**src/rtl/instr_loader_pkg.sv**
```systemverilog
// Shared types for the instruction loader: FSM state encoding and byte-lane index.
package instr_loader_pkg;

    localparam int BYTES_PER_WORD = 4;

    typedef logic [1:0] lane_t;

    typedef enum logic [2:0] {
        IDLE  = 3'd0,
        RECV  = 3'd1,
        WRITE = 3'd2,
        DONE  = 3'd3,
        CSUM  = 3'd4
    } state_t;

endpackage

```
**src/rtl/instr_loader_byte_packer.sv**
```systemverilog
// Big-endian byte-to-word packer: the first byte of a word ends up in the MSBs.
module byte_packer
    import instr_loader_pkg::*;
#(
    parameter int W = 32
) (
    input  logic         clk,
    input  logic         rst_n,
    input  logic         clear,
    input  logic         accept,
    input  logic [7:0]   in_data,
    output logic [W-1:0] word_next,
    output logic         word_full
);

    logic [W-1:0] word_q;
    lane_t        lane_q;

    // word_next already holds the byte being accepted, so the caller can
    // consume a completed word in the same cycle as its last byte.
    assign word_next = {word_q[W-9:0], in_data};
    assign word_full = accept && (lane_q == lane_t'(BYTES_PER_WORD - 1));

    always_ff @(posedge clk or negedge rst_n) begin
        if (!rst_n) begin
            word_q <= '0;
            lane_q <= '0;
        end else if (clear) begin
            word_q <= '0;
            lane_q <= '0;
        end else if (accept) begin
            word_q <= word_next;
            lane_q <= lane_q + 2'd1;
        end
    end

endmodule

```
**src/rtl/instr_loader.sv**
```systemverilog
// Streams big-endian bytes into 32-bit instruction-memory word writes.
// Optional trailing checksum word enabled by INSTR_LOADER_CHECKSUM_EN.
module instr_loader
    import instr_loader_pkg::*;
#(
    parameter int ADDR_WIDTH  = 32,
    parameter int INSTR_WIDTH = 32,
    parameter int COUNT_WIDTH = 16
) (
    input  logic                   clk,
    input  logic                   rst_n,
    input  logic                   start,
    input  logic [ADDR_WIDTH-1:0]  base_addr,
    input  logic [COUNT_WIDTH-1:0] word_count,
    input  logic [7:0]             in_data,
    input  logic                   in_valid,
    output logic                   in_ready,
    output logic                   wr_en,
    output logic [ADDR_WIDTH-1:0]  wr_addr,
    output logic [INSTR_WIDTH-1:0] wr_data,
    output logic                   busy,
    output logic                   done,
    output logic                   err
);

    state_t                 state_q, state_d;
    logic [ADDR_WIDTH-1:0]  addr_q;
    logic [COUNT_WIDTH-1:0] total_q, written_q, written_inc;
    logic                   start_acc, accept, word_full;
    logic [INSTR_WIDTH-1:0] word_next;

    assign start_acc   = start && (state_q == IDLE);
    assign accept      = in_valid && in_ready;
    assign written_inc = written_q + COUNT_WIDTH'(1);

`ifdef INSTR_LOADER_CHECKSUM_EN
    assign in_ready = (state_q == RECV) || (state_q == CSUM);
`else
    assign in_ready = (state_q == RECV);
`endif
    assign busy = (state_q != IDLE);
    assign done = (state_q == DONE);

    byte_packer #(.W(INSTR_WIDTH)) u_packer (
        .clk       (clk),
        .rst_n     (rst_n),
        .clear     (start_acc),
        .accept    (accept),
        .in_data   (in_data),
        .word_next (word_next),
        .word_full (word_full)
    );

    always_comb begin
        state_d = state_q;
        case (state_q)
            IDLE:  if (start) state_d = (word_count == '0) ? DONE : RECV;
            RECV:  if (word_full) state_d = WRITE;
            WRITE: begin
                if (written_inc == total_q) begin
`ifdef INSTR_LOADER_CHECKSUM_EN
                    state_d = CSUM;
`else
                    state_d = DONE;
`endif
                end else begin
                    state_d = RECV;
                end
            end
`ifdef INSTR_LOADER_CHECKSUM_EN
            CSUM:  if (word_full) state_d = DONE;
`endif
            DONE:  state_d = IDLE;
            default: state_d = IDLE;
        endcase
    end

    always_ff @(posedge clk or negedge rst_n) begin
        if (!rst_n) begin
            state_q   <= IDLE;
            addr_q    <= '0;
            total_q   <= '0;
            written_q <= '0;
        end else begin
            state_q <= state_d;
            if (start_acc) begin
                addr_q    <= base_addr & ~ADDR_WIDTH'(3);
                total_q   <= word_count;
                written_q <= '0;
            end else if (state_q == WRITE) begin
                addr_q    <= addr_q + ADDR_WIDTH'(4);
                written_q <= written_inc;
            end
        end
    end

    // Write port is registered and loaded on the last byte, so the strobe
    // lands exactly in the WRITE cycle; addr/data hold between writes.
    always_ff @(posedge clk or negedge rst_n) begin
        if (!rst_n) begin
            wr_en   <= 1'b0;
            wr_addr <= '0;
            wr_data <= '0;
        end else begin
            wr_en <= 1'b0;
            if ((state_q == RECV) && word_full) begin
                wr_en   <= 1'b1;
                wr_addr <= addr_q;
                wr_data <= word_next;
            end
        end
    end

`ifdef INSTR_LOADER_CHECKSUM_EN
    logic [INSTR_WIDTH-1:0] sum_q;
    logic                   err_q;

    always_ff @(posedge clk or negedge rst_n) begin
        if (!rst_n) begin
            sum_q <= '0;
            err_q <= 1'b0;
        end else if (start_acc) begin
            sum_q <= '0;
            err_q <= 1'b0;
        end else if (word_full) begin
            if (state_q == RECV) sum_q <= sum_q + word_next;
            else                 err_q <= (word_next != sum_q);
        end
    end

    assign err = err_q;
`else
    assign err = 1'b0;
`endif

endmodule

```
**config.mk**
```make
export PLATFORM = sky130hd
export DESIGN_NAME = instr_loader
export DESIGN_NICKNAME = d
export VERILOG_FILES = /design/src/rtl/instr_loader_pkg.sv /design/src/rtl/instr_loader_byte_packer.sv /design/src/rtl/instr_loader.sv
export SDC_FILE = /design/constraint.sdc
export NUM_CORES = 1
export LEC_CHECK = 0
export BUFFER_PORTS_ARGS = -buffer_cell sky130_fd_sc_hd__buf_2
export CAP_MARGIN = 5
export CORE_UTILIZATION = 60
export DETAILED_ROUTE_END_ITERATION = 10
export PLACE_DENSITY = 0.85
export SYNTH_ARGS = -nofsm -noshare
export SYNTH_HDL_FRONTEND = slang
export SYNTH_SLANG_ARGS = --single-unit
```
**constraint.sdc**
```tcl
create_clock -name clk -period 4.1 [get_ports clk]
set_input_delay 0.41 -clock clk [delete_from_list [all_inputs] [get_ports clk]]
set_output_delay 0.41 -clock clk [all_outputs]
set_load 0.01 [all_outputs]
```
==> impl_metrics.json, run 1 <==
{
  "status": "completed",
  "num_vias": 5411,
  "drc": 0,
  "cp_max_fo": 15,
  "hold_class": "in2async",
  "yosysWarningCount": 0,
  "yosys.cell_types.count": 56,
  "area_growth_pct": 18.7,
  "cts_setup_buffers": 0,
  "timing.rr.end": "addr_q[18]",
  "switching_power_mw": 2.02,
  "ctsHoldBuffers": 0,
  "cts.repair.resized": 0,
  "reg2regPathDepth": 6,
  "r2r_start": "state_q[1]",
  "cts_tree": "built",
  "io_pins": 129,
  "overflow": 0,
  "powerDensity_mw_per_mm2": 720,
  "maxCapViolations": 0,
  "clkTransAtPathRegs_ns": 0.06,
  "ys_seq_area_frac": 0.550,
  "detail_route.wl_per_cell_um": 16.8,
  "maxSlewViolCount": 0,
  "critPathLaunchType": "flip-flop",
  "synth_cells": 665,
  "vias_per_cell": 5.82,
  "sw_frac_of_total": 0.340,
  "rows": 38,
  "final_cells": 930,
  "cts_sinks": 153,
  "port-buffer-count": 123,
  "cts-buffers-inserted": 17,
  "combPwrFrac": 0.287,
  "die_x_um": 110,
  "crit_type": "reg2reg",
  "nFillCells": 709,
  "internal_power_mw": 3.94,
  "hold_viol": 0,
  "rsz0062_at_grt": "no",
  "synth-seq-cells": 153,
  "cts_buffer_depth": 2,
  "first_iter_violations": 350,
  "p_seq_frac": 0.442,
  "final_util": 0.747,
  "layout_common_cells": "dfrtp_1, nand2_1, buf_2",
  "synth_edf_count": 0,
  "p_leak_nw": 3.91,
  "fin_crit_sh": 0.661,
  "dpl.cell_count": 898,
  "drive_above_1_share": 0.291,
  "finalInstanceArea_mm2": 0.00827,
  "drtPass1Iterations": 5,
  "max_freq_mhz": 369,
  "ir_worst_vdd_mv": 0.476,
  "final_common_cell": "dfrtp_1",
  "p_clk_frac": 0.271,
  "post_dp_cell_area_mm2": 0.00766,
  "synth_area_mm2": 0.00697,
  "worstPathArrival_ns": 2.98,
  "report.final.setup_viol": 0,
  "grt_pass1_vias": 5234,
  "period_needed_ns": 2.71,
  "routed_wl_um": 15700,
  "grt_max_degree": 94,
  "coreArea_mm2": 0.0111,
  "clock-root-buffer": "clkbuf_16",
  "tightestPinTransition_ns": 1.21,
  "async_flop_share": 1.00,
  "detail-route-antenna-nets": 0,
  "hpwl_um": 10500,
  "synth.avg_cell_area_um2": 10.5,
  "h-tree-depth": 4,
  "initial_core_util": 0.629,
  "antenna_found_initial": 1,
  "gp_congestion": 0.894,
  "ys.flop_type": "dfrtp_1",
  "clk_latency_ns": 0.44,
  "dieArea_mm2": 0.0120,
  "relSlewSlack": 0.188,
  "die_h_um": 110,
  "skew_ns": 0.00912,
  "antenna_cells": 0,
  "r2r_slack_ns": 1.39,
  "crit_required_ns": 4.38,
  "crit_path_end_kind": "flip-flop",
  "setup_tns_ns": 0,
  "grt_pass1_wl_um": 25400,
  "grtUsageTotal": 0.280,
  "fin_nets": 840
}
## cell usage after synthesis, types with 3 or more instances
cell type	count	share of area
nand4_1	11	0.0099
xnor2_1	24	0.030
a22oi_1	3	0.0032
nor3_1	9	0.0065
a21oi_1	22	0.016
nand3_1	15	0.011
clkbuf_1	18	0.0097
dfrtp_1	153	0.55
o31ai_1	6	0.0065
ha_1	3	0.0054
nor4_1	5	0.0045
and2_1	3	0.0027
nand2_1	145	0.078
buf_2	12	0.0086
o21ai_0	45	0.032
xor2_1	21	0.026
a21o_1	3	0.0032
o22ai_1	4	0.0036
a22o_1	11	0.014
buf_1	4	0.0022
and3_1	11	0.0099
mux2_2	59	0.095
inv_1	9	0.0048
nor2_1	28	0.015
buf_4	3	0.0032
## layer usage
layer / share of wire / global-route usage
met1: 0.42 / 0.348
met3: 0.068 / 0.0824
met4: 0.018 / 0.116
met5: 0.0011 / 0
met2: 0.49 / 0.458
## flip-flops by register name (all words and copies together), names as in the netlist
register	flops
total_q	16
wr_data	32
u_packer.lane_q	2
state_q	2
wr_en	1
addr_q	30
wr_addr	30
u_packer.word_q	24
written_q	16
## power by group through the flow
stage               Combinational, mW  Sequential, mW  Clock, mW
floorplan                        1.01            2.66          0
detailed placement               1.71            2.64          0
CTS                              1.73            2.62       1.63
finish                           1.71            2.63       1.62
global route                     1.91            2.71       1.70
global placement                 1.64            2.59          0
## layout make-up
type / count / area [µm²] / share of cell area
sequential: 153 / 3830 / 0.463
multi-input combinational: 465 / 2930 / 0.355
timing repair buffer: 130 / 687 / 0.0831
clock buffer: 18 / 439 / 0.0531
tap: 140 / 175 / 0.0212
clock inverter: 14 / 170 / 0.0206
inverter: 10 / 37.5 / 0.00454
## how the worst max path moves through the flow
stage / from / to / depth (start not counted)
6_report: state_q[1] / addr_q[18] / 6
2_1_floorplan: written_q[0] / state_q[1] / 7
3_3_place_gp: state_q[1] / addr_q[30] / 6
4_1_cts: state_q[1] / addr_q[22] / 6
5_1_grt: state_q[1] / addr_q[22] / 6
3_5_place_dp: state_q[1] / addr_q[30] / 6
## through the flow
step	worst slack, ns	hold WS [ns]	total power [mW]
floorplan	1.99	0.114	3.67
global placement	1.48	0.463	4.24
detailed placement	1.40	0.474	4.35
CTS	1.37	0.0813	5.99
global route	1.09	0.0991	6.31
finish	1.39	0.0393	5.96
## critical path, cell delays in order, from the launching register on
cell     delay, ns
dfrtp_1       0.44
nor2b_1       0.83
nand3_1       0.41
nor3_1        0.46
nand2_1       0.12
xor2_1        0.18
o21ai_0       0.11
## cells by family (layout without fill, tap and decap cells)
logic type,after synthesis,in the layout,share of synthesized area
mux,60,60,0.0968
simple gates,246,246,0.165
xor+xnor,45,45,0.0566
other cells,1,3,0.000538
buf+inv,49,172,0.0305
compound gates,108,108,0.0956
flops,153,153,0.550
fa+ha+maj,3,3,0.00539
Note: power is estimated with default switching activity, not from simulation.
==> inputs of run 2 (changes only) <==
--- a/config.mk
+++ b/config.mk
@@ -5,11 +5,12 @@
 export SDC_FILE = /design/constraint.sdc
 export NUM_CORES = 1
 export LEC_CHECK = 0
+export ABC_AREA = 1
 export BUFFER_PORTS_ARGS = -buffer_cell sky130_fd_sc_hd__buf_2
 export CAP_MARGIN = 5
-export CORE_UTILIZATION = 60
+export CORE_UTILIZATION = 51
 export DETAILED_ROUTE_END_ITERATION = 10
-export PLACE_DENSITY = 0.85
+export PLACE_DENSITY = 0.77
 export SYNTH_ARGS = -nofsm -noshare
 export SYNTH_HDL_FRONTEND = slang
 export SYNTH_SLANG_ARGS = --single-unit
==> constraint.sdc (replaced) <==
create_clock -name clk -period 2.45 [get_ports clk]
set_input_delay 0.245 -clock clk [delete_from_list [all_inputs] [get_ports clk]]
set_output_delay 0.245 -clock clk [all_outputs]
set_load 0.01 [all_outputs]
==> run 2 against run 1 <==
  * Count of clock-buffer cells in the layout grew 2
  * First-iteration DRC count increased by 45%
  * Total power increased by 78%
  * Critical path depth rose by 4
  * Worst hold slack gained 0.0035 ns
  * Global-route usage is 3.3 points lower
  * Critical path type unchanged
  * Cell area grew 6.5%
==> impl_metrics.json, run 2 <==
{
  "status": "completed",
  "max_freq_mhz": 488,
  "relSlewSlack": 0.491,
  "yosys.area.top_type_share": 0.521,
  "cts_setup_buffers": 0,
  "synth_cells": 891,
  "fin_nets": 1073,
  "maxCapViolations": 0,
  "max_stage_delay_ns": 0.49,
  "grt_pass1_vias": 5908,
  "grt_max_degree": 69,
  "clkTransAtPathRegs_ns": 0.06,
  "synth-seq-cells": 153,
  "detail-route-antenna-nets": 0,
  "antenna_found_initial": 0,
  "ir_worst_vdd_mv": 0.555,
  "die_x_um": 122,
  "die_h_um": 122,
  "final_common_cell": "nand2_1",
  "setup_tns_ns": 0,
  "holdWs_ns": 0.0427,
  "path_cells": "nor2_1 > inv_2 > nor2_4 > nor2_4 > inv_2 > buf_4 > o21ai_0 > inv_1 > nand2_1 > o21ai_0",
  "period_needed_ns": 2.05,
  "async_flop_share": 1.00,
  "ys.flop_type": "dfrtp_1",
  "critPathLaunchType": "flip-flop",
  "grtUsageTotal": 0.247,
  "largest_register": "wr_data",
  "antenna_cells": 0,
  "finalInstanceArea_mm2": 0.00881,
  "port-buffer-count": 123,
  "drtPass1Iterations": 7,
  "ys_seq_area_frac": 0.521,
  "powerDensity_mw_per_mm2": 1200,
  "vias_per_cell": 5.27,
  "total_power_mw": 10.6,
  "drc": 0,
  "crit_path_end_kind": "flip-flop",
  "nFillCells": 1204,
  "yosysWarningCount": 0,
  "post_dp_cell_area_mm2": 0.00814,
  "dieArea_mm2": 0.0149,
  "maxSlewViolCount": 0,
  "coreArea_mm2": 0.0140,
  "crit_type": "reg2reg",
  "rsz0062_at_grt": "no",
  "largest_reg_flops": 32,
  "synth_most_common_cell": "nand2_1",
  "report.final.setup_viol": 0,
  "detail_route.wl_per_cell_um": 14.4,
  "cts-buffers-inserted": 17,
  "h-tree-depth": 4,
  "overflow": 0,
  "gp_congestion": 0.877,
  "routed_wl_um": 17300,
  "cts_buffer_depth": 2,
  "hold_class": "in2reg",
  "clk_latency_ns": 0.42,
  "synthTopCellsByArea": "dfrtp_1, nand2_1, o21ai_0",
  "synth_area_leader_cell": "dfrtp_1",
  "cp_max_fo": 19,
  "skew_ns": 0.00725,
  "rows": 43,
  "hpwl_um": 12000,
  "drive_above_1_share": 0.188,
  "cts_sinks": 153,
  "cts_tree": "built",
  "reg.largest.list": "wr_data: 32 flops, addr_q: 30 flops, wr_addr: 30 flops",
  "worstPathArrival_ns": 2.35,
  "synth.avg_cell_area_um2": 8.24,
  "synth_common_cells": "nand2_1, dfrtp_1, inv_1, o21ai_0, nand3_1",
  "p_leak_nw": 4.41,
  "setup_ws_ns": 0.403,
  "synth_edf_count": 0,
  "dp_slack_ns": 0.429,
  "crit_required_ns": 2.75,
  "slowest_stage": "dfrtp_1",
  "tightestPinTransition_ns": 0.762,
  "grt_pass1_wl_um": 28400,
  "num_vias": 6334,
  "io_pins": 129,
  "initial_core_util": 0.525,
  "synth_area_mm2": 0.00734,
  "yosys.cell_types.count": 41,
  "fin_crit_sh": 0.836,
  "layout_common_cells": "nand2_1, dfrtp_1, buf_2",
  "hold_viol": 0,
  "area_growth_pct": 19.9,
  "clock-root-buffer": "clkbuf_16",
  "first_iter_violations": 507
}
==> run 2: cell types whose count changed in the layout (fill, tap and decap cells not counted), moves of 13 or more <==
cell     change
nor2_1      +15
o21ai_0     +65
nand3_1     +38
mux2_2      -59
a21oi_1     -13
xnor2_1     -22
o22ai_1     +35
nand2_1     +79
inv_1      +102
==> run 2: timing repair <==
action | CTS | global route
hold buffers | 1 | 0
endpoints found under the hold margin | 60 | 0
gates resized for setup | 0 | 0
==> run 2: final timing paths <==
kind,end,from,cells past startpoint,slack (ns)
max reg2reg,addr_q[28],state_q[0],10,0.40
min in group asynchronous,u_packer.word_q[2],rst_n,2,0.38
min reg2reg,wr_data[17],wr_data[17],2,0.48
min,total_q[3],word_count[3],3,0.04
max in group asynchronous,addr_q[17],rst_n,3,1.39
max,addr_q[28],state_q[0],10,0.40
==> run 2: report_power, final <==
part | internal, mW | switching [mW]
registers | 3.53 | 0.666
clock network | 1.86 | 1.00
logic | 1.29 | 2.24
==> run 2: per-stage QoR <==
step                utilization  cells
floorplan                     -    893
global placement          0.582   1170
detailed placement        0.582   1170
CTS                       0.630   1202
global route              0.630   1202
finish                    0.630   1202
==> run 2: logic make-up after synthesis <==
family                     count (synthesis)  share of synthesized area
and+or+nand+nor                          382                      0.232
xor gates and xnor gates                  16                     0.0211
AOI/OAI and AO/OA                        181                      0.136
adders and majority gates                  3                    0.00511
other                                      1                   0.000511
DFF                                      153                      0.521
muxes                                      1                    0.00136
buffers and inverters                    154                     0.0830
==> run 2: layout make-up <==
class,count,area (µm²),share of cell area
Clock inverter,11,195,0.0222
Inverter,117,439,0.0499
Timing Repair Buffer,135,739,0.0840
Clock buffer,20,457,0.0519
Tap cell,180,225,0.0256
Sequential cell,153,3830,0.435
Multi-Input combinational cell,586,2920,0.332
==> run 2: layer usage <==
layer,track usage,part of all wire,up-vias
li1,-,-,3152
met1,0.339,0.45,2956
met2,0.388,0.46,200
met3,0.0506,0.063,26
met4,0.0864,0.018,0
met5,0,0,-
==> run 2: critical path, delay by kind of cell, from the launching register on <==
family | cells | cell delay (ns)
AOI/OAI and AO/OA | 2 | 0.17
buffers and inverters | 4 | 0.66
and+or+nand+nor | 4 | 0.61
DFF | 1 | 0.49
==> inputs of run 3 (changes only) <==
--- a/config.mk
+++ b/config.mk
@@ -8,9 +8,9 @@
 export ABC_AREA = 1
 export BUFFER_PORTS_ARGS = -buffer_cell sky130_fd_sc_hd__buf_2
 export CAP_MARGIN = 5
-export CORE_UTILIZATION = 51
+export CORE_UTILIZATION = 56
 export DETAILED_ROUTE_END_ITERATION = 10
-export PLACE_DENSITY = 0.77
+export PLACE_DENSITY = 0.8
 export SYNTH_ARGS = -nofsm -noshare
 export SYNTH_HDL_FRONTEND = slang
 export SYNTH_SLANG_ARGS = --single-unit
==> constraint.sdc (replaced) <==
create_clock -name clk -period 2.1 [get_ports clk]
set_input_delay 0.21 -clock clk [delete_from_list [all_inputs] [get_ports clk]]
set_output_delay 0.21 -clock clk [all_outputs]
set_load 0.01 [all_outputs]
==> run 3 against run 2 <==
  * Combinational power rose by 21%
  * Maximum frequency rose by 5.3%
  * Non-clock buffer count rose by 17
  * Sequential cell count did not move
  * Core utilization rose by 7.0 points
  * Sequential share of layout area fell by 0.45 points
  * Critical path depth rose by 1
  * Count of clock-buffer cells in the layout fell by 2
  * Clock skew rose by 0.0051 ns
  * First-iteration DRC count fell by 3.6%
  * Via count rose by 2.2%
  * Critical endpoint is now state_q[1]
  * Largest power group unchanged
  * Highest routed layer unchanged
==> impl_metrics.json, run 3 (same netlist as run 2, synthesis figures left out) <==
{
  "reg.largest.list": "wr_data: 32 flops, addr_q: 30 flops, wr_addr: 30 flops",
  "cts_sinks": 153,
  "die_x_um": 117,
  "die_h_um": 117,
  "coreArea_mm2": 0.0127,
  "cts_buffer_depth": 2,
  "cts_tree": "built",
  "crit_type": "reg2reg",
  "clk_latency_ns": 0.43,
  "initial_core_util": 0.577,
  "hpwl_um": 12200,
  "area_growth_pct": 21.2,
  "drive_above_1_share": 0.193,
  "nFillCells": 1021,
  "rsz0062_at_grt": "no",
  "grt_max_degree": 72,
  "crit_required_ns": 2.46,
  "detail_route.wl_per_cell_um": 14.5,
  "antenna_cells": 0,
  "critPathLaunchType": "flip-flop",
  "hold_class": "in2reg",
  "rows": 41,
  "overflow": 0,
  "critPathCapture": "state_q[1]",
  "seqCellArea_mm2": 0.00383,
  "port-buffer-count": 123,
  "sw_frac_of_total": 0.389,
  "status": "completed",
  "max_freq_mhz": 515,
  "grt_pass1_wl_um": 29000,
  "p_clk_frac": 0.244,
  "timing.rr.end": "state_q[1]",
  "setup_tns_ns": 0,
  "worstPathArrival_ns": 2.31,
  "grtUsageTotal": 0.281,
  "dieArea_mm2": 0.0136,
  "grt_pass1_vias": 6257,
  "drc": 0,
  "final_common_cell": "nand2_1",
  "antenna_found_initial": 0,
  "skew_ns": 0.0123,
  "p_seq_frac": 0.404,
  "period_needed_ns": 1.94,
  "cts.repair.resized": 0,
  "internal_power_mw": 7.41,
  "routed_wl_um": 17600,
  "ir_worst_vdd_mv": 0.750,
  "post_dp_cell_area_mm2": 0.00820,
  "crit_path_end_kind": "flip-flop",
  "switching_power_mw": 4.72,
  "total_power_mw": 12.1,
  "cp-startpoint": "written_q[0]",
  "layout_common_cells": "nand2_1, dfrtp_1, buf_2",
  "r2r_slack_ns": 0.16,
  "first_iter_violations": 489,
  "maxCapViolations": 0,
  "fin_nets": 1090,
  "largest_register": "wr_data",
  "hold_viol": 0,
  "detail-route-antenna-nets": 0,
  "final_cells": 1212,
  "cts-buffers-inserted": 17,
  "multi_input_area_mm2": 0.00292,
  "largest_reg_flops": 32,
  "combPwrFrac": 0.353,
  "clkTransAtPathRegs_ns": 0.07,
  "h-tree-depth": 4,
  "r2r_start": "written_q[0]",
  "clock-root-buffer": "clkbuf_16",
  "dpl.cell_count": 1168,
  "gp_congestion": 0.948,
  "finalInstanceArea_mm2": 0.00890,
  "cp_max_fo": 6,
  "num_vias": 6472,
  "fin_crit_sh": 0.925,
  "io_pins": 129,
  "p_leak_nw": 4.47,
  "vias_per_cell": 5.34,
  "report.final.setup_viol": 0,
  "drtPass1Iterations": 5,
  "powerDensity_mw_per_mm2": 1360,
  "reg2regPathDepth": 11,
  "maxSlewViolCount": 0
}
==> run 3: cell types whose count changed in the layout (fill, tap and decap cells not counted), sizes merged <==
cell         delta
buf             +7
bufinv          -4
dlygate4sd3    +10
clkbuf          -2
inv             +5
clkinv          +4
clkinvlp        -2
==> run 3: metrics by stage <==
step	worst slack (ns)	utilization	hold slack (ns)
2_1_floorplan	0.462	-	-0.0856
3_3_place_gp	0.279	0.645	0.177
3_5_place_dp	0.215	0.645	0.177
4_1_cts	0.180	0.699	0.00368
5_1_grt	0.00437	0.699	0.0198
6_report	0.157	0.699	0.0129
==> run 3: timing repair <==
action / 4_1_cts / 5_1_grt
hold endpoints to repair: 57 / 0
setup endpoints to repair: 0 / 1
setup buffers: 0 / 1
hold buffers: 11 / 0
==> run 3: critical path: stages, from the launching register on <==
cell	delay [ns]
dfrtp_1	0.45
ha_1	0.25
nand3_1	0.15
nor2_2	0.22
nand3_1	0.13
nand2_1	0.11
nand3_1	0.09
nand2_1	0.08
nand2_1	0.05
nor2_1	0.10
nand3_1	0.10
a21oi_1	0.13
==> run 3: worst min path at each step <==
stage                         from          end  slack [ns]  cells past startpoint
global route        word_count[14]  total_q[14]        0.02                      3
finish              word_count[13]  total_q[13]        0.01                      3
CTS                 word_count[14]  total_q[14]       0.004                      3
detailed placement           rst_n   wr_data[7]        0.18                      1
floorplan                    rst_n   addr_q[10]       -0.09                      0
global placement             rst_n   wr_data[8]        0.18                      1
==> run 3: layer usage <==
| layer | vias to the layer above | routed length [µm] | global-route usage |
|---|---|---|---|
| met5 | - | 0 | 0 |
| li1 | 3190 | - | - |
| met3 | 31 | 940 | 0.0586 |
| met1 | 3052 | 7960 | 0.370 |
| met4 | 0 | 345 | 0.115 |
| met2 | 199 | 8380 | 0.455 |
==> run 3: cell type report <==
| class | instances | share of cell area |
|---|---|---|
| Timing Repair Buffer | 152 | 0.103 |
| Sequential cell | 153 | 0.430 |
| Clock inverter | 14 | 0.0155 |
| Multi-Input combinational cell | 586 | 0.328 |
| Inverter | 117 | 0.0494 |
| Clock buffer | 18 | 0.0494 |
| Tap cell | 172 | 0.0242 |
==> run 3: power groups by stage <==
stage	combinational (mW)	clock, mW	sequential (mW)
floorplan	2.53	0	5.01
global placement	4.07	0	4.88
detailed placement	4.20	0	4.93
CTS	4.27	2.99	4.89
global route	4.86	3.14	5.04
finish	4.28	2.96	4.90
